===== src/rtl/ram_access_arbiter_if.sv =====
// Bundle between the two word-level requesters, the arbiter and the RAM.
// master = requester/RAM side, slave = ram_access_arbiter.
interface ram_access_arbiter_if #(
    parameter int ADDR_W = 8,
    parameter int DATA_W = 8
);
    logic              req0;
    logic              req1;
    logic              we0;
    logic              we1;
    logic [ADDR_W-1:0] addr0;
    logic [ADDR_W-1:0] addr1;
    logic [DATA_W-1:0] wdata0;
    logic [DATA_W-1:0] wdata1;
    logic              gnt0;
    logic              gnt1;
    logic              rvalid0;
    logic              rvalid1;
    logic [DATA_W-1:0] rdata;
    logic              timeout;
    logic              busy;
    logic [DATA_W+1:0] ram_din;
    logic              ram_rx_valid;
    logic [DATA_W-1:0] ram_dout;
    logic              ram_tx_valid;

    modport master (
        output req0, req1, we0, we1, addr0, addr1, wdata0, wdata1,
        output ram_dout, ram_tx_valid,
        input  gnt0, gnt1, rvalid0, rvalid1, rdata, timeout, busy,
        input  ram_din, ram_rx_valid
    );

    modport slave (
        input  req0, req1, we0, we1, addr0, addr1, wdata0, wdata1,
        input  ram_dout, ram_tx_valid,
        output gnt0, gnt1, rvalid0, rvalid1, rdata, timeout, busy,
        output ram_din, ram_rx_valid
    );
endinterface


===== src/rtl/ram_access_arbiter.sv =====
// Round-robin arbiter that turns requester words into the RAM's
// two-word command sequences and returns read bytes to their owner.
module ram_access_arbiter #(
    parameter int ADDR_W  = 8,
    parameter int DATA_W  = 8,
    parameter int TIMEOUT = 16
) (
    input logic                clk,
    input logic                rst,
    ram_access_arbiter_if.slave bus
);
    typedef enum logic [2:0] {
        IDLE, WR_ADDR, WR_DATA, RD_ADDR, RD_DATA, RD_WAIT
    } state_e;

    localparam int CW = $clog2(TIMEOUT + 1);
    localparam logic [CW-1:0] CNT_LAST = CW'(TIMEOUT - 1);
    localparam logic [1:0] OP_WA = 2'b00;
    localparam logic [1:0] OP_WD = 2'b01;
    localparam logic [1:0] OP_RA = 2'b10;
    localparam logic [1:0] OP_RD = 2'b11;

    state_e            state_q;
    logic              last_q;
    logic              owner_q;
    logic [DATA_W-1:0] wdata_q;
    logic [DATA_W-1:0] rdata_q;
    logic [CW-1:0]     cnt_q;
    logic [DATA_W+1:0] din_q;
    logic              rx_q;
    logic              rv0_q;
    logic              rv1_q;
    logic              to_q;
    logic              busy_q;

    logic              any_d;
    logic              win_d;
    logic              sel_we;
    logic [ADDR_W-1:0] sel_addr;
    logic [DATA_W-1:0] sel_wdata;

    // Grant is decoded live from the requests; reset masks it.
    always_comb begin
        any_d     = (state_q == IDLE) && !rst && (bus.req0 || bus.req1);
        win_d     = bus.req1 && (!bus.req0 || !last_q);
        sel_we    = win_d ? bus.we1 : bus.we0;
        sel_addr  = win_d ? bus.addr1 : bus.addr0;
        sel_wdata = win_d ? bus.wdata1 : bus.wdata0;
    end

    always_ff @(posedge clk or posedge rst) begin
        if (rst) begin
            state_q <= IDLE;
            last_q  <= 1'b1;
            owner_q <= 1'b0;
            wdata_q <= '0;
            rdata_q <= '0;
            cnt_q   <= '0;
            din_q   <= '0;
            rx_q    <= 1'b0;
            rv0_q   <= 1'b0;
            rv1_q   <= 1'b0;
            to_q    <= 1'b0;
            busy_q  <= 1'b0;
        end else begin
            rx_q  <= 1'b0;
            din_q <= '0;
            rv0_q <= 1'b0;
            rv1_q <= 1'b0;
            to_q  <= 1'b0;
            unique case (state_q)
                IDLE: begin
                    if (any_d) begin
                        owner_q <= win_d;
                        last_q  <= win_d;
                        wdata_q <= sel_wdata;
                        rx_q    <= 1'b1;
                        busy_q  <= 1'b1;
                        din_q   <= {sel_we ? OP_WA : OP_RA, DATA_W'(sel_addr)};
                        state_q <= sel_we ? WR_ADDR : RD_ADDR;
                    end
                end
                WR_ADDR: begin
                    rx_q    <= 1'b1;
                    din_q   <= {OP_WD, wdata_q};
                    state_q <= WR_DATA;
                end
                WR_DATA: begin
                    busy_q  <= 1'b0;
                    state_q <= IDLE;
                end
                RD_ADDR: begin
                    rx_q    <= 1'b1;
                    din_q   <= {OP_RD, {DATA_W{1'b0}}};
                    state_q <= RD_DATA;
                end
                RD_DATA: begin
                    cnt_q   <= '0;
                    state_q <= RD_WAIT;
                end
                RD_WAIT: begin
                    if (bus.ram_tx_valid) begin
                        rdata_q <= bus.ram_dout;
                        rv0_q   <= !owner_q;
                        rv1_q   <= owner_q;
                        busy_q  <= 1'b0;
                        state_q <= IDLE;
                    end else if (cnt_q >= CNT_LAST) begin
                        to_q    <= 1'b1;
                        busy_q  <= 1'b0;
                        state_q <= IDLE;
                    end else begin
                        cnt_q <= cnt_q + 1'b1;
                    end
                end
                default: state_q <= IDLE;
            endcase
        end
    end

    assign bus.gnt0         = any_d && !win_d;
    assign bus.gnt1         = any_d && win_d;
    assign bus.rvalid0      = rv0_q;
    assign bus.rvalid1      = rv1_q;
    assign bus.rdata        = rdata_q;
    assign bus.timeout      = to_q;
    assign bus.busy         = busy_q;
    assign bus.ram_din      = din_q;
    assign bus.ram_rx_valid = rx_q;
endmodule


===== src/flat_wrapper.sv =====
// flat-port wrapper written by rule: the top's interface ports become plain ports
module ram_access_arbiter_flat 
#(
    parameter int ADDR_W  = 8,
    parameter int DATA_W  = 8,
    parameter int TIMEOUT = 16
)
  (clk, rst, bus_req0, bus_req1, bus_we0, bus_we1, bus_addr0, bus_addr1, bus_wdata0, bus_wdata1, bus_ram_dout, bus_ram_tx_valid, bus_gnt0, bus_gnt1, bus_rvalid0, bus_rvalid1, bus_rdata, bus_timeout, bus_busy, bus_ram_din, bus_ram_rx_valid);
  ram_access_arbiter_if #(.ADDR_W(ADDR_W), .DATA_W(DATA_W)) bus_i ();
  input logic clk;
  input logic rst;
  input wire logic [$bits(bus_i.req0)-1:0] bus_req0;
  input wire logic [$bits(bus_i.req1)-1:0] bus_req1;
  input wire logic [$bits(bus_i.we0)-1:0] bus_we0;
  input wire logic [$bits(bus_i.we1)-1:0] bus_we1;
  input wire logic [$bits(bus_i.addr0)-1:0] bus_addr0;
  input wire logic [$bits(bus_i.addr1)-1:0] bus_addr1;
  input wire logic [$bits(bus_i.wdata0)-1:0] bus_wdata0;
  input wire logic [$bits(bus_i.wdata1)-1:0] bus_wdata1;
  input wire logic [$bits(bus_i.ram_dout)-1:0] bus_ram_dout;
  input wire logic [$bits(bus_i.ram_tx_valid)-1:0] bus_ram_tx_valid;
  output wire logic [$bits(bus_i.gnt0)-1:0] bus_gnt0;
  output wire logic [$bits(bus_i.gnt1)-1:0] bus_gnt1;
  output wire logic [$bits(bus_i.rvalid0)-1:0] bus_rvalid0;
  output wire logic [$bits(bus_i.rvalid1)-1:0] bus_rvalid1;
  output wire logic [$bits(bus_i.rdata)-1:0] bus_rdata;
  output wire logic [$bits(bus_i.timeout)-1:0] bus_timeout;
  output wire logic [$bits(bus_i.busy)-1:0] bus_busy;
  output wire logic [$bits(bus_i.ram_din)-1:0] bus_ram_din;
  output wire logic [$bits(bus_i.ram_rx_valid)-1:0] bus_ram_rx_valid;
  assign bus_i.req0 = bus_req0;
  assign bus_i.req1 = bus_req1;
  assign bus_i.we0 = bus_we0;
  assign bus_i.we1 = bus_we1;
  assign bus_i.addr0 = bus_addr0;
  assign bus_i.addr1 = bus_addr1;
  assign bus_i.wdata0 = bus_wdata0;
  assign bus_i.wdata1 = bus_wdata1;
  assign bus_i.ram_dout = bus_ram_dout;
  assign bus_i.ram_tx_valid = bus_ram_tx_valid;
  assign bus_gnt0 = bus_i.gnt0;
  assign bus_gnt1 = bus_i.gnt1;
  assign bus_rvalid0 = bus_i.rvalid0;
  assign bus_rvalid1 = bus_i.rvalid1;
  assign bus_rdata = bus_i.rdata;
  assign bus_timeout = bus_i.timeout;
  assign bus_busy = bus_i.busy;
  assign bus_ram_din = bus_i.ram_din;
  assign bus_ram_rx_valid = bus_i.ram_rx_valid;
  ram_access_arbiter #(.ADDR_W(ADDR_W), .DATA_W(DATA_W), .TIMEOUT(TIMEOUT)) u_core (.clk(clk), .rst(rst), .bus(bus_i));
endmodule

===== config.mk =====
export PLATFORM = sky130hd
export DESIGN_NAME = ram_access_arbiter_flat
export DESIGN_NICKNAME = d
export VERILOG_FILES = /design/src/rtl/ram_access_arbiter_if.sv /design/src/rtl/ram_access_arbiter.sv /design/src/flat_wrapper.sv
export SDC_FILE = /design/constraint.sdc
export NUM_CORES = 1
export LEC_CHECK = 0
export BUFFER_PORTS_ARGS = -buffer_cell sky130_fd_sc_hd__buf_2
export CORE_UTILIZATION = 50
export CTS_BUF_LIST = sky130_fd_sc_hd__clkbuf_8
export DETAILED_ROUTE_END_ITERATION = 7
export PLACE_DENSITY_LB_ADDON = 0.3
export SLEW_MARGIN = 20
export SYNTH_ARGS = -nofsm -noshare
export SYNTH_HDL_FRONTEND = slang
export SYNTH_SLANG_ARGS = --single-unit

===== constraint.sdc =====
create_clock -name clk -period 2.6 [get_ports clk]
set_clock_uncertainty 0.1 [all_clocks]
set_input_delay 0.39 -clock clk [delete_from_list [all_inputs] [get_ports clk]]
set_output_delay 0.39 -clock clk [all_outputs]
set_load 0.02 [all_outputs]

==> impl_results.md <==
- Run status: finished, final reports clean
- Category of the worst setup path launch point: flip-flop
- Proportion of power drawn by flip-flops and latches: 0.431
- Largest fanout on the critical path: 6
- Cell-by-cell listing of the critical path: ha_1 > and3_1 > ha_1 > or3_4 > or4_1 > a21oi_1
- Height of the die: ~64 um
- Total of buffers placed on input and output ports: between 70 and 80
- DP Wirelength: around 2700 um
- Per-cell routed wire length: roughly 13 um
- Count of pins over their slew limit: 0
- Clock Tree Root: sky130_fd_sc_hd__clkbuf_8
- Detail Route Antenna Nets: 0
- Max Root-Sink Buffers: 2
- Weighted congestion reported at the end of routability-driven placement: 0.822
- Count of maximum capacitance violations: 0
- Via count of the first global-routing pass: 1429
- TritonCTS clock tree: done
- Flip-flop and latch count after synthesis: between 40 and 50
- Area of the core: between 0.003 and 0.004 mm2
- Headroom to the max-slew limit: 0.579
- Post-synthesis average cell area: approximately 13 um2
- Starting DRT DRC Count: 29
- Grt ovf: 0
- Total power per unit cell area: approximately 1000 mW/mm2
- Post-route cell area: between 0.002 and 0.0025 mm2
- Overall Global Routing Usage: 0.205
- Top delay family on crit path: simple AND/OR/NAND/NOR gates
- RSZ-0062 raised after global routing: no
- Highest-count cells in the layout ignoring fill and taps: sky130_fd_sc_hd__buf_2 (71), sky130_fd_sc_hd__dfrtp_1 (40), sky130_fd_sc_hd__mux2_1 (14)
- Actual transition at the worst max-transition pin: 630 ps
- Latest clock arrival within the worst-skew pair: roughly 290 ps
- Most used cell along the critical path: sky130_fd_sc_hd__ha_1
- Number of hold buffers added after cts: 0
- Data required time at the worst endpoint: about 2700 ps
- Commonest non-fill, non-tap cell in the layout: sky130_fd_sc_hd__buf_2
- Antenna violations before repair: 0
- Post-layout power: between 2 and 3 mW
- Setup TNS Final: 0 ps
- Number of placed I/O pins: approximately 70
- Critical path class: flip-flop to flip-flop
- Share of the clock period used by the worst path: 0.862
- Clock sink count: 41
- Pin count of the biggest net entering global routing: 42
- Final routed wirelength across all metal layers: 3570 um
- Number of enable flip-flop cells after synthesis: 0
- Bufs and invs on worst path: 0
- # setup viols final: 0
- Clock share of power: 0.203
- Critical Path Slowest Stage Cell: sky130_fd_sc_hd__or4_1
- CTS H-tree lvls: 2
- Period minus WS final: approximately 2200 ps
- Area of the mapped netlist: about 0.0019 mm2
- Syn. warnings: 0
- Wire length of the first global-routing pass: 6420 um
- Number of buffers inserted to repair setup after CTS: 0
- Count of vias placed by the detailed router: 1418
- Fill cells: 299
- Cells after Synth: 150
- Proportion of layout cells with a drive suffix above 1: 0.458
- Final hold violation count: 0
- Arrival time of data at the critical path endpoint: ~2400 ps
- Final net count: roughly 280
- Internal power summed over all cells: between 1.5 and 2 mW
- Cell leakage power: between 1 and 1.5 nW
- Peak Freq: 446 MHz
- Delay of the slowest critical-path stage: between 400 and 500 ps
- Async set-reset flop share out of synthesis: 1.00
- Sw power: around 920 uW
- Detailed-routing iteration count for the pre-antenna-repair pass: 4
- DRC violation count after routing: 0
- Finished Core Util: 0.666
- Starting utilization of the core area: 0.525
- Peak VDD IR: 0.576 mV
- Row count: 22
- Share of the yosys chip area belonging to registers: 0.530
- TritonCTS buffer count: 5
- Number of resized instances in the post-cts repair step: 0
- Crit path capture type: flip-flop
- Vias per Instance: between 5 and 6
- Diode insertion count for antenna repair: 0
- Predominant post-synthesis flop cell: sky130_fd_sc_hd__dfrtp_1
- Worst min path class: input port to asynchronous set/reset pin
- Clock edge transition at the registers on the reported setup and hold paths: approximately 70 ps
- Sw Share: 0.356
- Number of library cell types mapped by synthesis: 39
- Share of total power in combinational logic: 0.366
- Total placed instance area: about 0.0023 mm2
- Layout-stage area growth over the synthesis result: 26.8%
- Net count of the mapped netlist: 199
- Floorplan die area: around 0.0041 mm2
- Overall die width: around 64 um
-- power by group through the flow --
stage / combinational, mW / clock (mW) / sequential [mW]
floorplan: 0.530 / 0 / 1.26
global placement: 0.936 / 0 / 1.11
detailed placement: 0.954 / 0 / 1.12
CTS: 0.958 / 0.535 / 1.11
global route: 1.04 / 0.557 / 1.15
finish: 0.944 / 0.523 / 1.11
-- Yosys cell counts, types with 3 or more instances --
library cell | count | area [um2]
sky130_fd_sc_hd__or4_1 | 3 | 22.5
sky130_fd_sc_hd__nor2_1 | 8 | 30.0
sky130_fd_sc_hd__nand2_1 | 7 | 26.3
sky130_fd_sc_hd__a21oi_1 | 3 | 15.0
sky130_fd_sc_hd__mux2_1 | 14 | 158
sky130_fd_sc_hd__nor3_1 | 4 | 20.0
sky130_fd_sc_hd__buf_4 | 3 | 22.5
sky130_fd_sc_hd__mux2_2 | 12 | 135
sky130_fd_sc_hd__mux2i_1 | 9 | 90.1
sky130_fd_sc_hd__dfrtp_1 | 40 | 1000
sky130_fd_sc_hd__inv_1 | 6 | 22.5
sky130_fd_sc_hd__o2bb2ai_1 | 8 | 70.1
-- worst reg2reg max path, stage by stage (launching register included) --
cell and delay (ps):
sky130_fd_sc_hd__dfrtp_1 440, sky130_fd_sc_hd__ha_1 240, sky130_fd_sc_hd__and3_1 190, sky130_fd_sc_hd__ha_1 200, sky130_fd_sc_hd__or3_4 380, sky130_fd_sc_hd__or4_1 470
sky130_fd_sc_hd__a21oi_1 150
-- sequential cells by signal, indices dropped and copies added, names as in the netlist --
register / count
u_core.bus.ram_din: 10
u_core.cnt_q: 5
u_core.last_q: 1
u_core.bus.ram_rx_valid: 1
u_core.owner_q: 1
u_core.bus.rvalid1: 1
u_core.bus.busy: 1
u_core.bus.timeout: 1
u_core.bus.rdata: 8
u_core.wdata_q: 8
u_core.state_q: 3
u_core.bus.rvalid0: 1
-- cell families after synthesis --
logic type	after synthesis	share of synthesized area
flops	41	0.530
compound gates	22	0.0911
mux	35	0.198
buf+inv	12	0.0375
fa+ha+maj	2	0.0129
simple gates	38	0.130
-- final timing paths --
| kind | startpoint | to | slack, ps | depth (start not counted) |
|---|---|---|---|---|
| min reg2reg | u_core.owner_q$_DFFE_PP0P_ | u_core.bus.rvalid0$_DFF_PP0_ | 360 | 1 |
| max reg2reg | u_core.cnt_q[0]$_DFFE_PP0P_ | u_core.cnt_q[3]$_DFFE_PP0P_ | 360 | 6 |
| max in group asynchronous | rst | u_core.last_q$_DFFE_PP1P_ | 1940 | 3 |
| max | u_core.cnt_q[0]$_DFFE_PP0P_ | u_core.cnt_q[3]$_DFFE_PP0P_ | 360 | 6 |
| min in group clk | bus_ram_dout[1] | u_core.bus.rdata[1]$_DFFE_PP0P_ | 210 | 2 |
| min | rst | u_core.state_q[0]$_DFFE_PP0P_ | 110 | 3 |
-- per-stage QoR --
| step | std cells | hold WS (ps) | setup slack (ps) |
|---|---|---|---|
| floorplan | 150 | 318 | 474 |
| global placement | 267 | 333 | 430 |
| detailed placement | 267 | 349 | 369 |
| CTS | 275 | 126 | 354 |
| global route | 275 | 159 | 136 |
| finish | 275 | 110 | 360 |
-- layout make-up --
class / instances / area (um2) / area share
sequential: 41 / 1030 / 0.418
inverter: 6 / 22.5 / 0.00917
clock buffer: 6 / 82.6 / 0.0336
multi-input combinational: 97 / 841 / 0.342
tap: 48 / 60.1 / 0.0245
timing repair buffer: 75 / 385 / 0.157
clock inverter: 2 / 37.5 / 0.0153
-- per-layer routing --
layer | part of all wire | GRT usage | vias to the layer above
met5 | 0 | 0 | -
met4 | 0.0087 | 0.0611 | 0
met3 | 0.051 | 0.0571 | 5
met2 | 0.49 | 0.350 | 44
met1 | 0.45 | 0.252 | 664
li1 | - | - | 705
(Power assumes the default switching activity.)
